**config.mk**
```make
export PLATFORM = sky130hd
export DESIGN_NAME = ekf_stage_sequencer_flat
export DESIGN_NICKNAME = d
export VERILOG_FILES = /design/src/rtl/ekf_pkg.sv /design/src/rtl/ekf_stage_sequencer_if.sv /design/src/rtl/ekf_stage_issuer.sv /design/src/rtl/ekf_stage_sequencer.sv /design/src/flat_wrapper.sv
export SDC_FILE = /design/constraint.sdc
export NUM_CORES = 1
export LEC_CHECK = 0
export ABC_AREA = 1
export CAP_MARGIN = 20
export CORE_ASPECT_RATIO = 1.1
export CORE_MARGIN = 8
export CORE_UTILIZATION = 41
export DETAILED_ROUTE_END_ITERATION = 6
export PLACE_DENSITY = 0.8
export SYNTH_ARGS = -nofsm -noshare
export SYNTH_HDL_FRONTEND = slang
export SYNTH_SLANG_ARGS = --single-unit
export TNS_END_PERCENT = 1
```
**constraint.sdc**
```tcl
create_clock -name clk -period 2.1 [get_ports clk]
set_clock_uncertainty 0.15 [all_clocks]
set_input_delay 0.42 -clock clk [delete_from_list [all_inputs] [get_ports clk]]
set_output_delay 0.42 -clock clk [all_outputs]
set_load 0.02 [all_outputs]
```
**src/rtl/ekf_pkg.sv**
```systemverilog
// Shared EKF stage codes, fixed-point layout and sequencer state types.
package ekf_pkg;

  localparam logic [2:0] IDLE  = 3'd0;
  localparam logic [2:0] PRD   = 3'd1;
  localparam logic [2:0] NEW   = 3'd2;
  localparam logic [2:0] UPD   = 3'd3;
  localparam logic [2:0] ASSOC = 3'd4;

  localparam int DATA_INT_BIT = 12;
  localparam int DATA_DEC_BIT = 19;

  typedef enum logic [2:0] {
    S_IDLE,
    S_PRD,
    S_PRD_WAIT,
    S_OBS,
    S_ISSUE,
    S_WAIT,
    S_DONE
  } seq_state_t;

  typedef enum logic [1:0] {
    I_IDLE,
    I_PULSE,
    I_WAIT
  } iss_state_t;

endpackage

```
**src/rtl/ekf_stage_sequencer_if.sv**
```systemverilog
// Host command / Top stage bundle for the EKF stage sequencer.
interface ekf_stage_sequencer_if #(
  parameter int RSA_DW  = 32,
  parameter int RSA_AW  = 17,
  parameter int ROW_LEN = 10
);

  logic               odo_val;
  logic               odo_rdy;
  logic [RSA_DW-1:0]  odo_vlr;
  logic [RSA_AW-1:0]  odo_alpha;
  logic               odo_noobs;

  logic               obs_val;
  logic               obs_rdy;
  logic [RSA_DW-1:0]  obs_rk;
  logic [RSA_AW-1:0]  obs_phi;
  logic [ROW_LEN-1:0] obs_lk;
  logic               obs_new;
  logic               obs_last;

  logic [2:0]         stage_val;
  logic [2:0]         stage_rdy;

  logic [ROW_LEN-1:0] landmark_num;
  logic [ROW_LEN-1:0] l_k;
  logic [RSA_DW-1:0]  vlr;
  logic [RSA_DW-1:0]  rk;
  logic [RSA_AW-1:0]  alpha;
  logic [RSA_AW-1:0]  phi;

  logic               busy;
  logic               frame_done;
  logic               drop;
  logic               err;

  modport master (
    output odo_val, odo_vlr, odo_alpha, odo_noobs,
    output obs_val, obs_rk, obs_phi, obs_lk,
    output obs_new, obs_last, stage_rdy,
    input  odo_rdy, obs_rdy, stage_val,
    input  landmark_num, l_k, vlr, rk, alpha, phi,
    input  busy, frame_done, drop, err
  );

  modport slave (
    input  odo_val, odo_vlr, odo_alpha, odo_noobs,
    input  obs_val, obs_rk, obs_phi, obs_lk,
    input  obs_new, obs_last, stage_rdy,
    output odo_rdy, obs_rdy, stage_val,
    output landmark_num, l_k, vlr, rk, alpha, phi,
    output busy, frame_done, drop, err
  );

endinterface

```
**src/rtl/ekf_stage_issuer.sv**
```systemverilog
// Issue-pulse / completion-wait engine; watchdog under EKF_SEQ_TIMEOUT_EN.
module ekf_stage_issuer
  import ekf_pkg::*;
#(
  parameter int PULSE_LEN = 2,
  parameter int TIMEOUT   = 4096
) (
  input  logic       clk,
  input  logic       sys_rst,
  input  logic       start,
  input  logic [2:0] code,
  input  logic [2:0] stage_rdy,
  output logic [2:0] stage_val,
  output logic       pulse_end,
  output logic       done,
  output logic       timeout
);

  localparam int PW = $clog2(PULSE_LEN + 1);

  if (PULSE_LEN < 1) begin : g_bad_pulse
    $error("PULSE_LEN must be >= 1");
  end
  if (TIMEOUT < 1) begin : g_bad_to
    $error("TIMEOUT must be >= 1");
  end

  iss_state_t     st_q, st_d;
  logic [PW-1:0]  pcnt_q, pcnt_d;
  logic [2:0]     code_q;

  assign stage_val = (st_q == I_PULSE) ? code_q : IDLE;
  assign pulse_end = (st_q == I_PULSE)
                  && (pcnt_q == PW'(PULSE_LEN - 1));
  // stage_rdy is only looked at once the pulse is over
  assign done      = (st_q == I_WAIT) && (stage_rdy == code_q);

`ifdef EKF_SEQ_TIMEOUT_EN
  localparam int TW = $clog2(TIMEOUT + 1);
  logic [TW-1:0] tcnt_q;

  always_ff @(posedge clk) begin
    if (sys_rst || st_q != I_WAIT) tcnt_q <= '0;
    else                           tcnt_q <= tcnt_q + TW'(1);
  end

  assign timeout = (st_q == I_WAIT) && !done
                && (tcnt_q == TW'(TIMEOUT - 1));
`else
  assign timeout = 1'b0;
`endif

  always_comb begin
    st_d   = st_q;
    pcnt_d = pcnt_q;
    unique case (st_q)
      I_IDLE: begin
        if (start) begin
          st_d   = I_PULSE;
          pcnt_d = '0;
        end
      end
      I_PULSE: begin
        if (pulse_end) st_d   = I_WAIT;
        else           pcnt_d = pcnt_q + PW'(1);
      end
      I_WAIT: begin
        if (done || timeout) st_d = I_IDLE;
      end
      default: st_d = I_IDLE;
    endcase
  end

  always_ff @(posedge clk) begin
    if (sys_rst) begin
      st_q   <= I_IDLE;
      pcnt_q <= '0;
      code_q <= IDLE;
    end else begin
      st_q   <= st_d;
      pcnt_q <= pcnt_d;
      if (st_q == I_IDLE && start) code_q <= code;
    end
  end

endmodule

```
**src/rtl/ekf_stage_sequencer.sv**
```systemverilog
// Frame sequencer: odometry -> PRD, observations -> NEW/UPD, landmark count.
// Optional watchdog: define EKF_SEQ_TIMEOUT_EN.
module ekf_stage_sequencer
  import ekf_pkg::*;
#(
  parameter int RSA_DW    = 32,
  parameter int RSA_AW    = 17,
  parameter int ROW_LEN   = 10,
  parameter int MAX_LM    = 64,
  parameter int PULSE_LEN = 2,
  parameter int TIMEOUT   = 4096
) (
  input  logic                 clk,
  input  logic                 sys_rst,
  ekf_stage_sequencer_if.slave bus
);

  if (MAX_LM > (1 << ROW_LEN) - 1) begin : g_bad_cap
    $error("MAX_LM exceeds landmark index range");
  end

  seq_state_t         st_q, st_d;
  logic               odo_hs, obs_hs, full;
  logic               iss_start, iss_end;
  logic               iss_done, iss_to;
  logic [2:0]         iss_code;
  logic               drop_ev;
  logic               noobs_q, last_q, new_q, drop_q;
  logic [RSA_DW-1:0]  vlr_q, rk_q;
  logic [RSA_AW-1:0]  alpha_q, phi_q;
  logic [ROW_LEN-1:0] lk_q, lm_q;

  assign odo_hs = bus.odo_val && (st_q == S_IDLE);
  assign obs_hs = bus.obs_val && (st_q == S_OBS);
  assign full   = lm_q >= ROW_LEN'(MAX_LM);

  ekf_stage_issuer #(
    .PULSE_LEN (PULSE_LEN),
    .TIMEOUT   (TIMEOUT)
  ) u_issuer (
    .clk       (clk),
    .sys_rst   (sys_rst),
    .start     (iss_start),
    .code      (iss_code),
    .stage_rdy (bus.stage_rdy),
    .stage_val (bus.stage_val),
    .pulse_end (iss_end),
    .done      (iss_done),
    .timeout   (iss_to)
  );

  always_comb begin
    st_d      = st_q;
    iss_start = 1'b0;
    iss_code  = IDLE;
    drop_ev   = 1'b0;
    unique case (st_q)
      S_IDLE: begin
        if (odo_hs) begin
          iss_start = 1'b1;
          iss_code  = PRD;
          st_d      = S_PRD;
        end
      end
      S_PRD: begin
        if (iss_end) st_d = S_PRD_WAIT;
      end
      S_PRD_WAIT: begin
        if (iss_done)    st_d = noobs_q ? S_DONE : S_OBS;
        else if (iss_to) st_d = S_IDLE;
      end
      S_OBS: begin
        if (obs_hs) begin
          if (bus.obs_new && full) begin
            drop_ev = 1'b1;
            st_d    = bus.obs_last ? S_DONE : S_OBS;
          end else begin
            iss_start = 1'b1;
            iss_code  = bus.obs_new ? NEW : UPD;
            st_d      = S_ISSUE;
          end
        end
      end
      S_ISSUE: begin
        if (iss_end) st_d = S_WAIT;
      end
      S_WAIT: begin
        if (iss_done)    st_d = last_q ? S_DONE : S_OBS;
        else if (iss_to) st_d = S_IDLE;
      end
      S_DONE:  st_d = S_IDLE;
      default: st_d = S_IDLE;
    endcase
  end

  always_ff @(posedge clk) begin
    if (sys_rst) st_q <= S_IDLE;
    else         st_q <= st_d;
  end

  always_ff @(posedge clk) begin
    if (sys_rst) begin
      vlr_q   <= '0;
      alpha_q <= '0;
      rk_q    <= '0;
      phi_q   <= '0;
      lk_q    <= '0;
      lm_q    <= '0;
      noobs_q <= 1'b0;
      last_q  <= 1'b0;
      new_q   <= 1'b0;
      drop_q  <= 1'b0;
    end else begin
      drop_q <= drop_ev;
      if (odo_hs) begin
        vlr_q   <= bus.odo_vlr;
        alpha_q <= bus.odo_alpha;
        noobs_q <= bus.odo_noobs;
      end
      if (obs_hs) begin
        last_q <= bus.obs_last;
        // a dropped observation leaves the presented operands alone
        if (!drop_ev) begin
          rk_q  <= bus.obs_rk;
          phi_q <= bus.obs_phi;
          new_q <= bus.obs_new;
          lk_q  <= bus.obs_new ? lm_q : bus.obs_lk;
        end
      end
      if (st_q == S_WAIT && iss_done && new_q)
        lm_q <= lm_q + ROW_LEN'(1);
    end
  end

`ifdef EKF_SEQ_TIMEOUT_EN
  logic err_q;

  always_ff @(posedge clk) begin
    if (sys_rst)     err_q <= 1'b0;
    else if (odo_hs) err_q <= 1'b0;
    else if (iss_to) err_q <= 1'b1;
  end

  assign bus.err = err_q;
`else
  assign bus.err = 1'b0;
`endif

  assign bus.odo_rdy      = (st_q == S_IDLE);
  assign bus.obs_rdy      = (st_q == S_OBS);
  assign bus.busy         = (st_q != S_IDLE);
  assign bus.frame_done   = (st_q == S_DONE);
  assign bus.drop         = drop_q;
  assign bus.landmark_num = lm_q;
  assign bus.l_k          = lk_q;
  assign bus.vlr          = vlr_q;
  assign bus.alpha        = alpha_q;
  assign bus.rk           = rk_q;
  assign bus.phi          = phi_q;

endmodule
```
**src/flat_wrapper.sv**
```systemverilog
// flat-port wrapper written by rule: the top's interface ports become plain ports
module ekf_stage_sequencer_flat import ekf_pkg::*;
#(
  parameter int RSA_DW    = 32,
  parameter int RSA_AW    = 17,
  parameter int ROW_LEN   = 10,
  parameter int MAX_LM    = 64,
  parameter int PULSE_LEN = 2,
  parameter int TIMEOUT   = 4096
)
  (clk, sys_rst, bus_odo_val, bus_odo_vlr, bus_odo_alpha, bus_odo_noobs, bus_obs_val, bus_obs_rk, bus_obs_phi, bus_obs_lk, bus_obs_new, bus_obs_last, bus_stage_rdy, bus_odo_rdy, bus_obs_rdy, bus_stage_val, bus_landmark_num, bus_l_k, bus_vlr, bus_rk, bus_alpha, bus_phi, bus_busy, bus_frame_done, bus_drop, bus_err);
  ekf_stage_sequencer_if #(.RSA_DW(RSA_DW), .RSA_AW(RSA_AW), .ROW_LEN(ROW_LEN)) bus_i ();
  input  logic clk;
  input  logic sys_rst;
  input wire logic [$bits(bus_i.odo_val)-1:0] bus_odo_val;
  input wire logic [$bits(bus_i.odo_vlr)-1:0] bus_odo_vlr;
  input wire logic [$bits(bus_i.odo_alpha)-1:0] bus_odo_alpha;
  input wire logic [$bits(bus_i.odo_noobs)-1:0] bus_odo_noobs;
  input wire logic [$bits(bus_i.obs_val)-1:0] bus_obs_val;
  input wire logic [$bits(bus_i.obs_rk)-1:0] bus_obs_rk;
  input wire logic [$bits(bus_i.obs_phi)-1:0] bus_obs_phi;
  input wire logic [$bits(bus_i.obs_lk)-1:0] bus_obs_lk;
  input wire logic [$bits(bus_i.obs_new)-1:0] bus_obs_new;
  input wire logic [$bits(bus_i.obs_last)-1:0] bus_obs_last;
  input wire logic [$bits(bus_i.stage_rdy)-1:0] bus_stage_rdy;
  output wire logic [$bits(bus_i.odo_rdy)-1:0] bus_odo_rdy;
  output wire logic [$bits(bus_i.obs_rdy)-1:0] bus_obs_rdy;
  output wire logic [$bits(bus_i.stage_val)-1:0] bus_stage_val;
  output wire logic [$bits(bus_i.landmark_num)-1:0] bus_landmark_num;
  output wire logic [$bits(bus_i.l_k)-1:0] bus_l_k;
  output wire logic [$bits(bus_i.vlr)-1:0] bus_vlr;
  output wire logic [$bits(bus_i.rk)-1:0] bus_rk;
  output wire logic [$bits(bus_i.alpha)-1:0] bus_alpha;
  output wire logic [$bits(bus_i.phi)-1:0] bus_phi;
  output wire logic [$bits(bus_i.busy)-1:0] bus_busy;
  output wire logic [$bits(bus_i.frame_done)-1:0] bus_frame_done;
  output wire logic [$bits(bus_i.drop)-1:0] bus_drop;
  output wire logic [$bits(bus_i.err)-1:0] bus_err;
  assign bus_i.odo_val = bus_odo_val;
  assign bus_i.odo_vlr = bus_odo_vlr;
  assign bus_i.odo_alpha = bus_odo_alpha;
  assign bus_i.odo_noobs = bus_odo_noobs;
  assign bus_i.obs_val = bus_obs_val;
  assign bus_i.obs_rk = bus_obs_rk;
  assign bus_i.obs_phi = bus_obs_phi;
  assign bus_i.obs_lk = bus_obs_lk;
  assign bus_i.obs_new = bus_obs_new;
  assign bus_i.obs_last = bus_obs_last;
  assign bus_i.stage_rdy = bus_stage_rdy;
  assign bus_odo_rdy = bus_i.odo_rdy;
  assign bus_obs_rdy = bus_i.obs_rdy;
  assign bus_stage_val = bus_i.stage_val;
  assign bus_landmark_num = bus_i.landmark_num;
  assign bus_l_k = bus_i.l_k;
  assign bus_vlr = bus_i.vlr;
  assign bus_rk = bus_i.rk;
  assign bus_alpha = bus_i.alpha;
  assign bus_phi = bus_i.phi;
  assign bus_busy = bus_i.busy;
  assign bus_frame_done = bus_i.frame_done;
  assign bus_drop = bus_i.drop;
  assign bus_err = bus_i.err;
  ekf_stage_sequencer #(.RSA_DW(RSA_DW), .RSA_AW(RSA_AW), .ROW_LEN(ROW_LEN), .MAX_LM(MAX_LM), .PULSE_LEN(PULSE_LEN), .TIMEOUT(TIMEOUT)) u_core (.clk(clk), .sys_rst(sys_rst), .bus(bus_i));
endmodule
```
==> After elaboration in Yosys (flattened, before gate mapping) <==
Index checks and enable logic that the tools add are counted.
{ "word_totals": {"in_bits": 118, "word_cells": 86, "output_inout_bits": 127, "register_bits": 132} }
{ "op_classes": {"n_lt_le_gt_ge": 1, "reduce_logical": 16, "mux": 32, "eq_ne": 20, "n_addsub": 2, "bitwise": 1} }
{ "op_table": {"columns": ["operator", "count"], "rows": [
  ["3-bit two-way mux", 13],
  ["3-bit one-hot mux with 6 select lines", 1],
  ["2-bit by 1-bit inequality test with 1-bit output, second input constant", 8],
  ["10-bit by 1-bit adder with 10-bit output, second input constant", 1],
  ["10-bit by 7-bit >= comparator with 1-bit output, second input constant", 1],
  ["10-bit two-way mux", 1],
  ["2-bit two-way mux", 5],
  ["3-bit equality test, second input constant", 3],
  ["1-bit logical AND", 8],
  ["1-bit two-way mux", 8],
  ["3-bit by 2-bit equality test with 1-bit output, second input constant", 2],
  ["2-bit one-hot mux with 3 select lines", 1],
  ["3-bit one-hot mux with 2 select lines", 1],
  ["3-bit AND reduction", 2],
  ["6-bit AND reduction", 1],
  ["2-bit by 1-bit equality test with 1-bit output, second input constant", 2],
  ["2-bit inequality test, second input constant", 2],
  ["2-bit one-hot mux with 2 select lines", 1],
  ["3-bit by 1-bit equality test with 1-bit output, second input constant", 1],
  ["3-bit equality test", 1],
  ["3-bit zero test", 1],
  ["3-bit nonzero test", 1],
  ["2-bit by 1-bit adder with 2-bit output, second input constant", 1],
  ["2-bit equality test, second input constant", 1],
  ["other kinds (5)", 5]
]} }

==> Longest topological paths before layout <==
{ "depth": {"word_depth": 7, "mapped_depth": 10, "depth_no_buf": 10} }

==> Modules after synthesis <==
A second synthesis with hierarchy kept.
{ "unflattened": {"hier_cells": 697, "area_unflattened_um2": 5301.3} }
{ "by_module_without_submodules": {"columns": ["module", "instances", "area_per_inst_um2", "cells_per_inst", "seq_area_each_um2"], "rows": [
  ["ekf_stage_sequencer", 1, 4911.0, 641, 2502.4],
  ["ekf_stage_issuer", 1, 390.4, 56, 140.1]
]} }

==> Worst setup path before layout <==
OpenSTA, ideal clock, no wires.
{ "synth_timing": {"kind": "register -> register", "startpoint": "register u_core.lm_q[1] (netlist: u_core.bus.landmark_num[1])", "endpoint": "register u_core.lm_q[8] (netlist: u_core.bus.landmark_num[8])", "arrival_time_ps": 1312, "required_time_ps": 1818, "stages_incl_launch_ff": 8, "setup_time_ps": 132, "slack_ps": 505, "path_buffers": 0, "cell_sequence": "dfxtp_1 ha_1 nand2_1 nor2_1 nand4_1 xnor2_1 nand2_1 a21oi_1"} }
{ "synth_via": {"elab_chain_len": 1} }
{ "synth_rtl": {"columns": ["item", "line_no", "rtl"], "rows": [
  ["start: declaration", "ekf_stage_sequencer.sv:31", "logic [ROW_LEN-1:0] lk_q, lm_q;"],
  ["start signal: assignment", "ekf_stage_sequencer.sv:131", "lm_q <= lm_q + ROW_LEN'(1);"],
  ["10-bit by 1-bit adder with 10-bit output", "ekf_stage_sequencer.sv:131", null]
]} }
No other way between the ends.
A chain may end at the register's enable or synchronous reset.

==> Final worst setup path <==
{ "layout_timing": {"startpoint": "register u_core.lm_q[9] (netlist: u_core.bus.landmark_num[9])", "endpoint": "output port bus_landmark_num[9]"} }
{ "layout_lines": {"columns": ["item", "line_no", "rtl"], "rows": [
  ["end: declaration", "flat_wrapper.sv:29", "output wire logic [$bits(bus_i.landmark_num)-1:0] bus_landmark_num;"]
]} }
No word-level cell between the ends.

==> impl_metrics.py <==
metrics = {
    "place": {
        "pre_cts_ws_ns": -0.167,
        "io_buffers": 242,
        "dp_hpwl_um": 11700,
        "routabilityCongestion": 0.820,
        "placedInstanceArea_mm2": 0.00778,
        "place_inst": 1059,
    },
    "critical_path": {
        "worstPathMaxFanout": 5,
        "worstReg2RegEnd": "u_core.bus.l_k[8]",
        "crit_type": "reg -> out",
        "required_ns": 1.53,
        "cp_num_buf_inv": 1,
        "r2r_slack_ns": 0.23,
        "critical_path.cell_chain": "clkdlybuf4s50_1",
        "critical_path.max_stage_delay_ns": 0.66,
        "start_kind": "register",
        "end_kind": "output pin",
        "r2r_cells": 9,
        "cp.arrival_ns": 1.48,
        "regToRegStartpoint": "u_core.st_q[2]",
        "worst_path_max_delay_cell": "clkdlybuf4s50_1",
        "critical-path-top-delay-family": "buffers and inverters",
    },
    "clocking": {
        "h-tree-depth": 4,
        "cts_root_buffer": "clkbuf_16",
        "cts_buffers": 17,
        "cts_tree": "built",
        "cts_buffer_depth": 2,
        "cts_hold_buf": 0,
        "clkTransAtPathRegs_ns": 0.05,
        "cts.sinks": 131,
        "clkLatencyLatePin_ns": 0.41,
    },
    "power_and_ir_drop": {
        "p_leak_uw": 0.00322,
        "p_per_area_mw_per_mm2": 977,
        "power_uw": 8110,
        "clkPwrFrac": 0.336,
        "p_int_uw": 5600,
        "vdd_ir_drop_max_v": 0.000566,
        "switchingPower_uw": 2510,
        "swShare": 0.309,
        "p_comb_frac": 0.295,
        "power_frac_seq": 0.369,
    },
    "final_layout": {
        "layout.cells.non_filler": 1088,
        "antenna_cells": 0,
        "nets": 1042,
        "num-fill-cells": 1025,
        "drive_gt1_frac": 0.0730,
        "mostFrequentLayoutCell": "clkdlybuf4s50_1",
        "mostFrequentLayoutCells": "clkdlybuf4s50_1 (233), nand2_1 (155), dfxtp_1 (131)",
        "fin_area_mm2": 0.00831,
        "area_growth_pct": 61.4,
    },
    "routing": {
        "drt-initial-drc-count": 379,
        "vias": 5091,
        "dr.pass1.iters": 4,
        "drc_errors": 0,
        "vias_per_cell": 4.68,
        "ant_nets": 0,
        "wire_per_inst_um": 14.7,
        "drt_wl_total_um": 16000,
    },
    "yosys": {
        "synthFlopType": "dfxtp_1",
        "syn_area_per_cell_um2": 7.59,
        "synth_edf_count": 0,
        "synth_seq_cells": 131,
        "synth_warnings": 0,
        "post-synth-top-area-cell": "dfxtp_1",
        "synth_top_area_frac": 0.510,
        "syn-instance-count": 678,
        "ys_seq_area_frac": 0.510,
        "yosys.cell_types.count": 30,
        "syn-cell-area_mm2": 0.00515,
        "yosys-top-cells-area": "dfxtp_1 (51%), nand2_1 (11%), nor2_1 (9.5%)",
        "async_reset_ff_frac": 0,
    },
    "die": {
        "start_util": 0.414,
        "die_h_um": 134,
        "core_mm2": 0.0124,
        "fp.dieW_um": 123,
        "die-area_mm2": 0.0164,
        "rows": 43,
        "io_pins": 245,
    },
    "flow_run": {
        "max_cap_viol_count": 0,
    },
    "timing": {
        "fmax_ghz": 0.488,
        "finalHoldViolCount": 0,
        "setup_viol": 0,
        "setup_ws_ns": 0.0518,
        "fin_crit_sh": 0.975,
        "period_minus_slack_ns": 2.05,
        "rsz0062_at_grt": "false",
        "slew_violations": 0,
    },
    "run_status": {
        "outcome": "finished, final reports clean",
    },
    "global_routing": {
        "grt_pass1_vias": 4891,
        "gr-total-overflow": 0,
        "grt_max_degree": 50,
        "antenna_found_initial": 0,
        "grt_pass1_wl_um": 25300,
        "track_usage": 0.195,
    },
    "min_path": {
        "min_path_cells": 2,
        "min_from": "u_core.bus.vlr[10]",
        "min_to": "u_core.bus.vlr[10]",
        "min_path_type": "reg -> reg",
    },
}
[synthesized netlist by cell type, types with 3 or more instances]
cell type	instances
buf_2	11
buf_6	4
clkbuf_1	20
mux2i_1	10
nand2_1	155
xor2_1	5
a21oi_1	76
ha_1	3
nand3_1	8
buf_4	6
xnor2_1	3
inv_1	26
nor3_1	3
nor2_1	130
nand2_2	3
o21ai_0	61
dfxtp_1	131
nand4_1	7
[sequential cells by signal (all words and copies together), names as in the netlist, 2 cells and up]
signal	flops
u_core.bus.alpha	17
u_core.bus.l_k	10
u_core.bus.landmark_num	10
u_core.bus.phi	17
u_core.bus.rk	32
u_core.bus.vlr	32
u_core.st_q	3
u_core.u_issuer.code_q	2
u_core.u_issuer.pcnt_q	2
u_core.u_issuer.st_q	2
[area by class of cell]
cell class | count | area (µm²) | area share
Tap cell | 157 | 196 | 0.0237
Timing Repair Buffer | 264 | 2640 | 0.317
Clock buffer | 24 | 492 | 0.0592
Clock inverter | 5 | 52.6 | 0.00633
Multi-Input combinational cell | 478 | 2190 | 0.264
Inverter | 29 | 114 | 0.0137
Sequential cell | 131 | 2620 | 0.316
[cells by family (layout without fill, tap and decap cells)]
group | Yosys count | count (layout) | share of synthesized area
AO/OA/AOI/OAI | 141 | 141 | 0.138
XOR/XNOR | 8 | 8 | 0.0136
adder cells (fa/ha/maj) | 3 | 3 | 0.00729
buffers and inverters | 70 | 322 | 0.0649
flip-flops | 131 | 131 | 0.510
multiplexers | 10 | 10 | 0.0195
other | 1 | 2 | 0.000729
AND/OR/NAND/NOR | 314 | 314 | 0.246
[worst max-delay path by stage]
stage | endpoint | startpoint | slack, ns | cells past startpoint
3_3_place_gp | u_core.bus.landmark_num[2] | bus_stage_rdy[0] | -0.14 | 10
3_5_place_dp | u_core.bus.landmark_num[3] | bus_stage_rdy[0] | -0.17 | 10
2_1_floorplan | u_core.bus.landmark_num[8] | u_core.bus.landmark_num[1] | 0.51 | 7
4_1_cts | bus_obs_rdy | u_core.st_q[2] | 0.004 | 4
6_report | bus_landmark_num[9] | u_core.bus.landmark_num[9] | 0.05 | 1
5_1_grt | bus_landmark_num[9] | u_core.bus.landmark_num[9] | 0.004 | 1
[power groups by stage]
stage | Clock (µW) | Sequential, µW | Combinational, µW
final | 2730 | 2990 | 2390
after global routing | 2890 | 3030 | 2630
after CTS | 2780 | 2990 | 2430
after global placement | 0 | 3030 | 2410
after floorplan | 0 | 3340 | 1060
after detailed placement | 0 | 3040 | 2440
[metrics by stage]
| stage | hold WS [ns] | TNS, ns | util |
|---|---|---|---|
| final | 0.310 | 0 | 0.668 |
| after global routing | 0.326 | 0 | 0.668 |
| after CTS | 0.296 | 0 | 0.670 |
| after detailed placement | 0.305 | -1.64 | 0.626 |
| after global placement | 0.301 | -1.39 | 0.626 |
| after floorplan | 0.295 | 0 | - |
[timing repair]
item / CTS / global route
buffers inserted: 0 / 0
resized for setup: 13 / 6
setup endpoints to repair: 8 / 4
[worst register-to-register path, stage by stage (launching register included)]
cell and delay (ns):
dfxtp_1 0.35, inv_1 0.17, nand3_2 0.10, buf_4 0.16, nor2_4 0.13, nand2_4 0.16
inv_4 0.14, buf_12 0.19, o21ai_0 0.12, a21oi_1 0.13
[metal layers]
layer  GRT usage  vias up  wire length (µm)
li1            -     2653                 -
met1       0.223     2272              6650
met4      0.0854        0               390
met2       0.331      134              8020
met3      0.0508       32               921
met5           0        -                 0
Power figures use the tool's default switching activity.
